## config.mk

```make
export PLATFORM = sky130hd
export DESIGN_NAME = mult_seq_ctrl
export DESIGN_NICKNAME = d
export VERILOG_FILES = /design/src/rtl/mips_pkg.sv /design/src/rtl/mult_shift_add_dp.sv /design/src/rtl/mult_seq_ctrl.sv
export SDC_FILE = /design/constraint.sdc
export NUM_CORES = 1
export LEC_CHECK = 0
export CAP_MARGIN = 20
export CORE_AREA = 5 5 155 157
export CTS_CLUSTER_DIAMETER = 40
export DETAILED_ROUTE_END_ITERATION = 6
export DIE_AREA = 0 0 160 162
export PLACE_DENSITY = 0.77
export SKIP_LAST_GASP = 1
export SYNTH_ARGS = -nofsm -noshare
export SYNTH_HDL_FRONTEND = slang
export SYNTH_SLANG_ARGS = --single-unit
export TNS_END_PERCENT = 50
```

## constraint.sdc

```tcl
create_clock -name clk -period 4.12 [get_ports clk]
set_input_delay 1.236 -clock clk [delete_from_list [all_inputs] [get_ports clk]]
set_output_delay 1.236 -clock clk [all_outputs]
set_load 0.01 [all_outputs]
```

## src/rtl/mips_pkg.sv

```systemverilog
// Shared MIPS datapath definitions: multiply sequencer states, default widths
// and the MULT/MULTU encodings used by both the decoder and the sequencer.
package mips_pkg;

    localparam int unsigned MULT_WIDTH = 32;
    localparam int unsigned MULT_CW    = 6;

    typedef enum logic [1:0] {
        IDLE,
        RUN,
        FIX,
        DONE
    } mult_state_e;

    localparam logic [5:0] OP_SPECIAL  = 6'b000000;
    localparam logic [5:0] FUNCT_MULT  = 6'b011000;
    localparam logic [5:0] FUNCT_MULTU = 6'b011001;

    function automatic logic is_mult(input logic [5:0] opcode, input logic [5:0] funct);
        return (opcode == OP_SPECIAL) && ((funct == FUNCT_MULT) || (funct == FUNCT_MULTU));
    endfunction

    function automatic logic is_signed_mult(input logic [5:0] opcode, input logic [5:0] funct);
        return (opcode == OP_SPECIAL) && (funct == FUNCT_MULT);
    endfunction

endpackage

```

## src/rtl/mult_shift_add_dp.sv

```systemverilog
// Radix-2 shift-add multiply datapath: operates on operand magnitudes, keeps the
// multiplier in the low half of the accumulator and applies the sign at the end.
module mult_shift_add_dp
    import mips_pkg::*;
#(
    parameter int unsigned WIDTH = MULT_WIDTH
) (
    input  logic               clk,
    input  logic               rst_n,
    input  logic               load,
    input  logic               step,
    input  logic               fix,
    input  logic               neg,
    input  logic               signed_op,
    input  logic [WIDTH-1:0]   op_a,
    input  logic [WIDTH-1:0]   op_b,
    output logic [2*WIDTH-1:0] product
);

    localparam logic [WIDTH-1:0]   OneW  = {{(WIDTH-1){1'b0}}, 1'b1};
    localparam logic [2*WIDTH-1:0] One2W = {{(2*WIDTH-1){1'b0}}, 1'b1};

    logic [2*WIDTH-1:0] acc_q, acc_d;
    logic [WIDTH-1:0]   mcand_q, mcand_d;
    logic               neg_q, neg_d;

    logic [WIDTH:0]     sum;
    logic [2*WIDTH-1:0] shifted;
    logic [2*WIDTH-1:0] fixed;

    // Magnitude stays correct for the most negative value when read as unsigned.
    function automatic logic [WIDTH-1:0] mag(input logic [WIDTH-1:0] v, input logic sg);
        return (sg && v[WIDTH-1]) ? (~v + OneW) : v;
    endfunction

    always_comb begin
        sum     = {1'b0, acc_q[2*WIDTH-1:WIDTH]} + {1'b0, mcand_q};
        shifted = acc_q[0] ? {sum, acc_q[WIDTH-1:1]} : {1'b0, acc_q[2*WIDTH-1:1]};
        fixed   = neg_q ? (~acc_q + One2W) : acc_q;
        product = fixed;
    end

    always_comb begin
        acc_d   = acc_q;
        mcand_d = mcand_q;
        neg_d   = neg_q;
        if (load) begin
            acc_d   = {{WIDTH{1'b0}}, mag(op_b, signed_op)};
            mcand_d = mag(op_a, signed_op);
            neg_d   = neg;
        end else if (step) begin
            acc_d = shifted;
        end else if (fix) begin
            // Fold the sign into the accumulator so product stays stable afterwards.
            acc_d = fixed;
            neg_d = 1'b0;
        end
    end

    always_ff @(posedge clk or negedge rst_n) begin
        if (!rst_n) begin
            acc_q   <= '0;
            mcand_q <= '0;
            neg_q   <= 1'b0;
        end else begin
            acc_q   <= acc_d;
            mcand_q <= mcand_d;
            neg_q   <= neg_d;
        end
    end

endmodule

```

## src/rtl/mult_seq_ctrl.sv

```systemverilog
// Iterative multiply sequencer: FSM, iteration counter, pipeline stall/done
// generation and the HI/LO product registers.
module mult_seq_ctrl
    import mips_pkg::*;
#(
    parameter int unsigned WIDTH = MULT_WIDTH,
    parameter int unsigned CW    = MULT_CW
) (
    input  logic             clk,
    input  logic             rst_n,
    input  logic             start,
    input  logic             signed_op,
    input  logic [WIDTH-1:0] op_a,
    input  logic [WIDTH-1:0] op_b,
    output logic             busy,
    output logic             stall,
    output logic             done,
    output logic [WIDTH-1:0] hi,
    output logic [WIDTH-1:0] lo
);

    mult_state_e state_q, state_d;
    logic [CW-1:0]      count_q, count_d;
    logic [WIDTH-1:0]   hi_q, lo_q;

    logic               load, step, fix, neg;
    logic               busy_c, stall_c, done_c;
    logic [2*WIDTH-1:0] product;

    assign neg = signed_op & (op_a[WIDTH-1] ^ op_b[WIDTH-1]);

    always_comb begin
        state_d = state_q;
        count_d = count_q;
        load    = 1'b0;
        step    = 1'b0;
        fix     = 1'b0;
        busy_c  = 1'b0;
        stall_c = 1'b0;
        done_c  = 1'b0;
        unique case (state_q)
            IDLE: begin
                if (start) begin
                    load    = 1'b1;
                    stall_c = 1'b1;
                    count_d = CW'(WIDTH);
                    state_d = RUN;
                end
            end
            RUN: begin
                step    = 1'b1;
                busy_c  = 1'b1;
                stall_c = 1'b1;
                count_d = count_q - CW'(1);
                if (count_q == CW'(1)) begin
                    state_d = FIX;
                end
            end
            FIX: begin
                fix     = 1'b1;
                busy_c  = 1'b1;
                stall_c = 1'b1;
                state_d = DONE;
            end
            // Stall drops here so the held instruction retires as HI/LO land.
            DONE: begin
                done_c  = 1'b1;
                state_d = IDLE;
            end
            default: state_d = IDLE;
        endcase
    end

    always_ff @(posedge clk or negedge rst_n) begin
        if (!rst_n) begin
            state_q <= IDLE;
            count_q <= '0;
            hi_q    <= '0;
            lo_q    <= '0;
        end else begin
            state_q <= state_d;
            count_q <= count_d;
            if (fix) begin
                hi_q <= product[2*WIDTH-1:WIDTH];
                lo_q <= product[WIDTH-1:0];
            end
        end
    end

    mult_shift_add_dp #(
        .WIDTH(WIDTH)
    ) u_dp (
        .clk      (clk),
        .rst_n    (rst_n),
        .load     (load),
        .step     (step),
        .fix      (fix),
        .neg      (neg),
        .signed_op(signed_op),
        .op_a     (op_a),
        .op_b     (op_b),
        .product  (product)
    );

    assign busy  = busy_c;
    assign stall = stall_c;
    assign done  = done_c;
    assign hi    = hi_q;
    assign lo    = lo_q;

endmodule
```

==> results of run 1 <==
## layer usage
metal  track usage  wire length [um]  part of all wire
met1         0.340             14600              0.43
met2         0.431             16000              0.48
met3        0.0439              1960             0.058
met4         0.101              1070             0.032
met5             0                 0                 0
## cell type report
class                   count  area, um2  share of cell area
multi-input cells        1161       7360               0.515
flip-flops and latches    169       4230               0.296
repair buffers            163       1600               0.112
clock inverters            10        168              0.0117
inverters                  32        120             0.00840
well taps                 285        357              0.0249
clock buffers              21        460              0.0322
## worst reg2reg max path: cells and delay by family (launching register included)
family	cells	cell delay, ns
mux	1	0.13
simple gates	1	0.64
flops	1	0.47
fa+ha+maj	1	0.41
compound gates	7	2.11
## logic make-up (layout without fill, tap and decap cells)
family | after synthesis | count (layout) | synth area share
flops | 169 | 169 | 0.350
fa+ha+maj | 42 | 42 | 0.0442
simple gates | 470 | 470 | 0.182
xor+xnor | 204 | 204 | 0.148
buf+inv | 126 | 226 | 0.0414
compound gates | 415 | 415 | 0.209
mux | 30 | 30 | 0.0253
## sequential cells by signal, indices dropped and copies added (netlist names)
register / count
lo: 32
u_dp.acc_q: 64
u_dp.mcand_q: 32
u_dp.neg_q: 1
count_q: 6
hi: 32
state_q: 2
## stage by stage
stage / util / hold WS, ns
2_1_floorplan: - / 0.456
3_3_place_gp: 0.611 / 0.469
3_5_place_dp: 0.611 / 0.474
4_1_cts: 0.639 / 0.491
5_1_grt: 0.639 / 0.514
6_report: 0.639 / 0.492
## power breakdown
part / switching, mW / internal [mW] / total (mW)
Sequential: 0.991 / 2.52 / 3.51
Combinational: 4.02 / 3.17 / 7.19
Clock: 0.692 / 1.05 / 1.74
Total: 5.70 / 6.74 / 12.4
## layout by cell type (no fill, tap or decap), types with 17 or more instances in the layout
cell type / synthesis / layout
a211oi_1: 34 / 34
or2_2: 17 / 17
nor3_1: 25 / 25
inv_1: 32 / 32
ha_1: 41 / 39
xor2_1: 122 / 122
nand2_1: 145 / 144
buf_4: 0 / 26
dfrtp_1: 169 / 168
clkdlybuf4s50_1: 0 / 133
xnor2_1: 82 / 82
o21ai_0: 104 / 104
o31ai_1: 40 / 40
or3_1: 28 / 28
nand3_1: 18 / 18
nor2_1: 166 / 165
clkbuf_16: 0 / 17
a21oi_1: 149 / 149
mux2i_1: 26 / 26
## how the worst max path moves through the flow
stage | from | endpoint | slack [ns] | cells after the start
after floorplan | op_a[0] | u_dp.mcand_q[28] | 0.66 | 11
after global placement | op_a[1] | u_dp.mcand_q[28] | 0.12 | 12
after detailed placement | op_a[0] | u_dp.mcand_q[30] | 0.05 | 12
after CTS | u_dp.acc_q[50] | u_dp.acc_q[62] | 0.31 | 10
after global routing | u_dp.acc_q[50] | u_dp.acc_q[62] | 0.10 | 10
final | u_dp.acc_q[50] | u_dp.acc_q[62] | 0.23 | 10
==> results.cfg, run 1 <==
[sta]
fin_tns_setup_ns = 0
slew_viol_final = 0
fmaxAchievable_ghz = 0.257
final-setup-viol-count = 0
period_minus_slack_ns = 3.89
rsz0062_at_grt = no
timing_hold_violations_final = 0
tightest_slew_ns = 0.979
setup_ws_ns = 0.233
finalClockSkew_ns = 0.0102
min_period_over_period = 0.943
max-slew-margin-rel = 0.346

[synthesis]
async_flop_share = 1.00
yosysSeqAreaShare = 0.350
synth_most_common_cell = dfrtp_1
synth-edff-count = 0
ys_top_cells_by_count = dfrtp_1 (169), nor2_1 (166), a21oi_1 (149)
synth_cell_type_count = 68
synth_top_area_frac = 0.350
ys.flop_type = dfrtp_1
synth_cells = 1456
synth_warnings = 0
synth_nets = 1566
syn_area_um2 = 12100
yosys.area.top_type = dfrtp_1
synthTopCellsByArea = dfrtp_1 (35%), xor2_1 (8.9%), a21oi_1 (6.2%)
syn_area_per_cell_um2 = 8.29
ys_ff_latch = 169

[power]
finalPower_mw = 12.4
vdd_ir_drop_max_v = 0.000463
p_leak_nw = 5.69
cellPowerDensity_nw_per_um2 = 871

[clock_network]
post-cts-setup-buffer-count = 0
postCtsHoldBufs = 0
cts-root-buf = clkbuf_16
clkLatencyLatePin_ns = 0.43
cts_buffer_depth = 2
cts.sinks = 169
htreeDepth = 4
clkTransAtPathRegs_ns = 0.06
numCtsBuffers = 17
cts_tree = yes
ctsResizeCount = 0

[floorplan]
die_area_um2 = 25900
ios = 135
start_util = 0.540
die_w_um = 160
rows = 55
core-area_um2 = 22400
chipHeight_um = 162

[setup_path]
path_class = register to register
cp.required_ns = 4.42
rr_worst_depth = 10
critPathMaxStageDelay_ns = 0.64
slowest_stage = or4b_2
crit_arrival_ns = 4.19
start_kind = register
worst_r2r_endpoint = u_dp.acc_q[62]
crit_path_end_kind = register
r2r_start = u_dp.acc_q[50]
cp_cell_sequence = ha_1 > a21oi_1 > o211ai_1 > or4b_2 > o21ai_0 > o41ai_1 > a211o_1 > a221o_1 > mux2i_1 > a2111oi_0
path_max_fanout = 6
regToRegSetupSlack_ns = 0.23
cp_num_buf_inv = 0
crit_family = compound AO/OA/AOI/OAI gates

[min_path]
hp-start = u_dp.mcand_q[19]
worstHoldEndpoint = u_dp.mcand_q[19]
hold-path-cell-count = 2
hp-class = register to register

[drt]
drtIter0Drc = 987
drt-pass1-iter-count = 6
routed_wl_um = 33600
ant_nets = 0
post-route-drc-count = 0
vias = 11200
routedWlPerCell_um = 18.3
via_per_inst = 6.07

[grt]
grt_usage = 0.259
grt_pass1_wl_um = 55800
grt_pass1_vias = 11000
antenna_found_initial = 0
overflow = 0
grt_max_degree = 100

[finish]
syn_to_final_growth_pct = 18.4
drive_above_1_share = 0.0649
stdcell_count = 1841
design_area_um2 = 14300
nFillCells = 1866
n_antenna_cell = 0
nNetsFinal = 1654

[outcome]
status = finished, final reports clean

[run]
maxCapViolCount = 0

[placed_design]
port_buffers = 134
placed_area_um2 = 13700
hpwl_um = 23200
dp.cells = 1810
pre_cts_ws_ns = 0.0455
gp_congestion = 0.915
Note: power is estimated with default switching activity, not from simulation.
==> run 2: changes to the inputs <==
- CORE_AREA: 5 5 155 157 -> 5 5 133 199
- DIE_AREA: 0 0 160 162 -> 0 0 138 204
- PLACE_DENSITY: 0.77 -> 0.71
- SKIP_LAST_GASP: 1 -> not set
==> results.cfg, run 2 (synthesis gave the netlist of run 1 again) <==
[clock_network]
htreeDepth = 4
postCtsHoldBufs = 0
clkLatencyLatePin_ns = 0.44
numCtsBuffers = 17
clkTransAtPathRegs_ns = 0.07
post-cts-setup-buffer-count = 0
ctsResizeCount = 0
cts-root-buf = clkbuf_16
cts.sinks = 169
cts_buffer_depth = 2
cts_tree = yes

[placed_design]
port_buffers = 134
gp_congestion = 0.898
pre_cts_ws_ns = 0.0693
dp.cells = 1875
hpwl_um = 24800

[setup_path]
slowest_stage = clkdlybuf4s50_1
cp_cell_sequence = clkdlybuf4s50_1 > and2_2 > nor2_1 > nor2_1 > clkdlybuf4s50_1
start_kind = primary input
crit_path_end_kind = output pin
crit_arrival_ns = 2.56
cp_num_buf_inv = 2
cp.required_ns = 2.88
crit_family = buffers and inverters
path_max_fanout = 3
path_class = primary input to output pin
critPathMaxStageDelay_ns = 0.54

[finish]
drive_above_1_share = 0.0792
final_cell_mix = dfrtp_1 (168), nor2_1 (165), a21oi_1 (149), nand2_1 (144), clkdlybuf4s50_1 (133)
nNetsFinal = 1676
final_core_util = 0.588
regMostFlops = u_dp.acc_q
syn_to_final_growth_pct = 20.3
stdcell_count = 1908
largest_register_ffs = 64
final_common_cell = dfrtp_1

[drt]
ant_nets = 0
vias = 10900
drt-pass1-iter-count = 5
via_per_inst = 5.69
drtIter0Drc = 660
routed_wl_um = 33600
post-route-drc-count = 0
routedWlPerCell_um = 17.6

[sta]
slew_viol_final = 0
period_minus_slack_ns = 3.80
min_period_over_period = 0.922
fin_tns_setup_ns = 0
setup_ws_ns = 0.322
fmaxAchievable_ghz = 0.263
rsz0062_at_grt = no
finalClockSkew_ns = 0.00682
final-setup-viol-count = 0
tightest_slew_ns = 0.831
max-slew-margin-rel = 0.446
timing_hold_violations_final = 0
hold_ws_ns = 0.486

[grt]
overflow = 0
grt_max_degree = 88
grt_usage = 0.238
grt_pass1_wl_um = 55200
grt_pass1_vias = 10700
antenna_found_initial = 1

[floorplan]
start_util = 0.489
die_area_um2 = 28200
chipHeight_um = 204
ios = 135
die_w_um = 138
core-area_um2 = 24700
rows = 71

[outcome]
status = finished, final reports clean

[run]
maxCapViolCount = 0

[power]
vdd_ir_drop_max_v = 0.000386
p_leak_nw = 5.81
cellPowerDensity_nw_per_um2 = 856

[min_path]
hp-class = register to register
==> run 2: path summary, 6_finish.rpt <==
kind | depth (start not counted) | from | slack, ns | end
min in group asynchronous | 1 | rst_n | 0.81 | u_dp.mcand_q[1]
setup reg to reg | 11 | u_dp.acc_q[50] | 0.48 | u_dp.acc_q[62]
hold reg to reg | 1 | lo[26] | 0.49 | lo[26]
setup / recovery | 5 | start | 0.32 | stall
hold / removal | 1 | lo[26] | 0.49 | lo[26]
max in group asynchronous | 2 | rst_n | 2.39 | u_dp.acc_q[11]
==> run 2: worst reg2reg max path, stage by stage, from the launching register on <==
cell and delay [ns]:
dfrtp_1 0.45, ha_1 0.39, a21oi_1 0.27, o211ai_1 0.18
or4b_2 0.65, o21ai_0 0.17, buf_4 0.15, o41ai_1 0.13
a211o_1 0.31, a221o_1 0.33, mux2i_1 0.13, a2111oi_0 0.34
==> run 2: per-stage QoR <==
stage | area [um2] | power [mW]
detailed placement | 13900 | 10.7
CTS | 14500 | 12.5
global route | 14500 | 13.5
floorplan | 12100 | 8.35
finish | 14500 | 12.4
global placement | 13900 | 10.5
==> run 2: final cells by class <==
type | count | area, um2
Antenna cell | 1 | 2.50
Clock buffer | 21 | 470
Clock inverter | 11 | 170
Fill cell | 2324 | 10200
Inverter | 32 | 120
Multi-Input combinational cell | 1161 | 7360
Sequential cell | 169 | 4230
Tap cell | 328 | 410
Timing Repair Buffer | 185 | 1750
==> run 2: where the power goes <==
part	internal (mW)	total [mW]	leakage (nW)	switching (mW)
registers	2.52	3.48	1.98	0.959
logic	3.22	7.19	3.51	3.97
clock network	1.06	1.76	0.317	0.699
total	6.80	12.4	5.81	5.63
==> run 2: metal layers <==
| metal | global-route usage | wire length [um] |
|---|---|---|
| met1 | 0.285 | 13800 |
| met2 | 0.435 | 17500 |
| met3 | 0.0328 | 1340 |
| met4 | 0.0897 | 1040 |
| met5 | 0 | 0 |
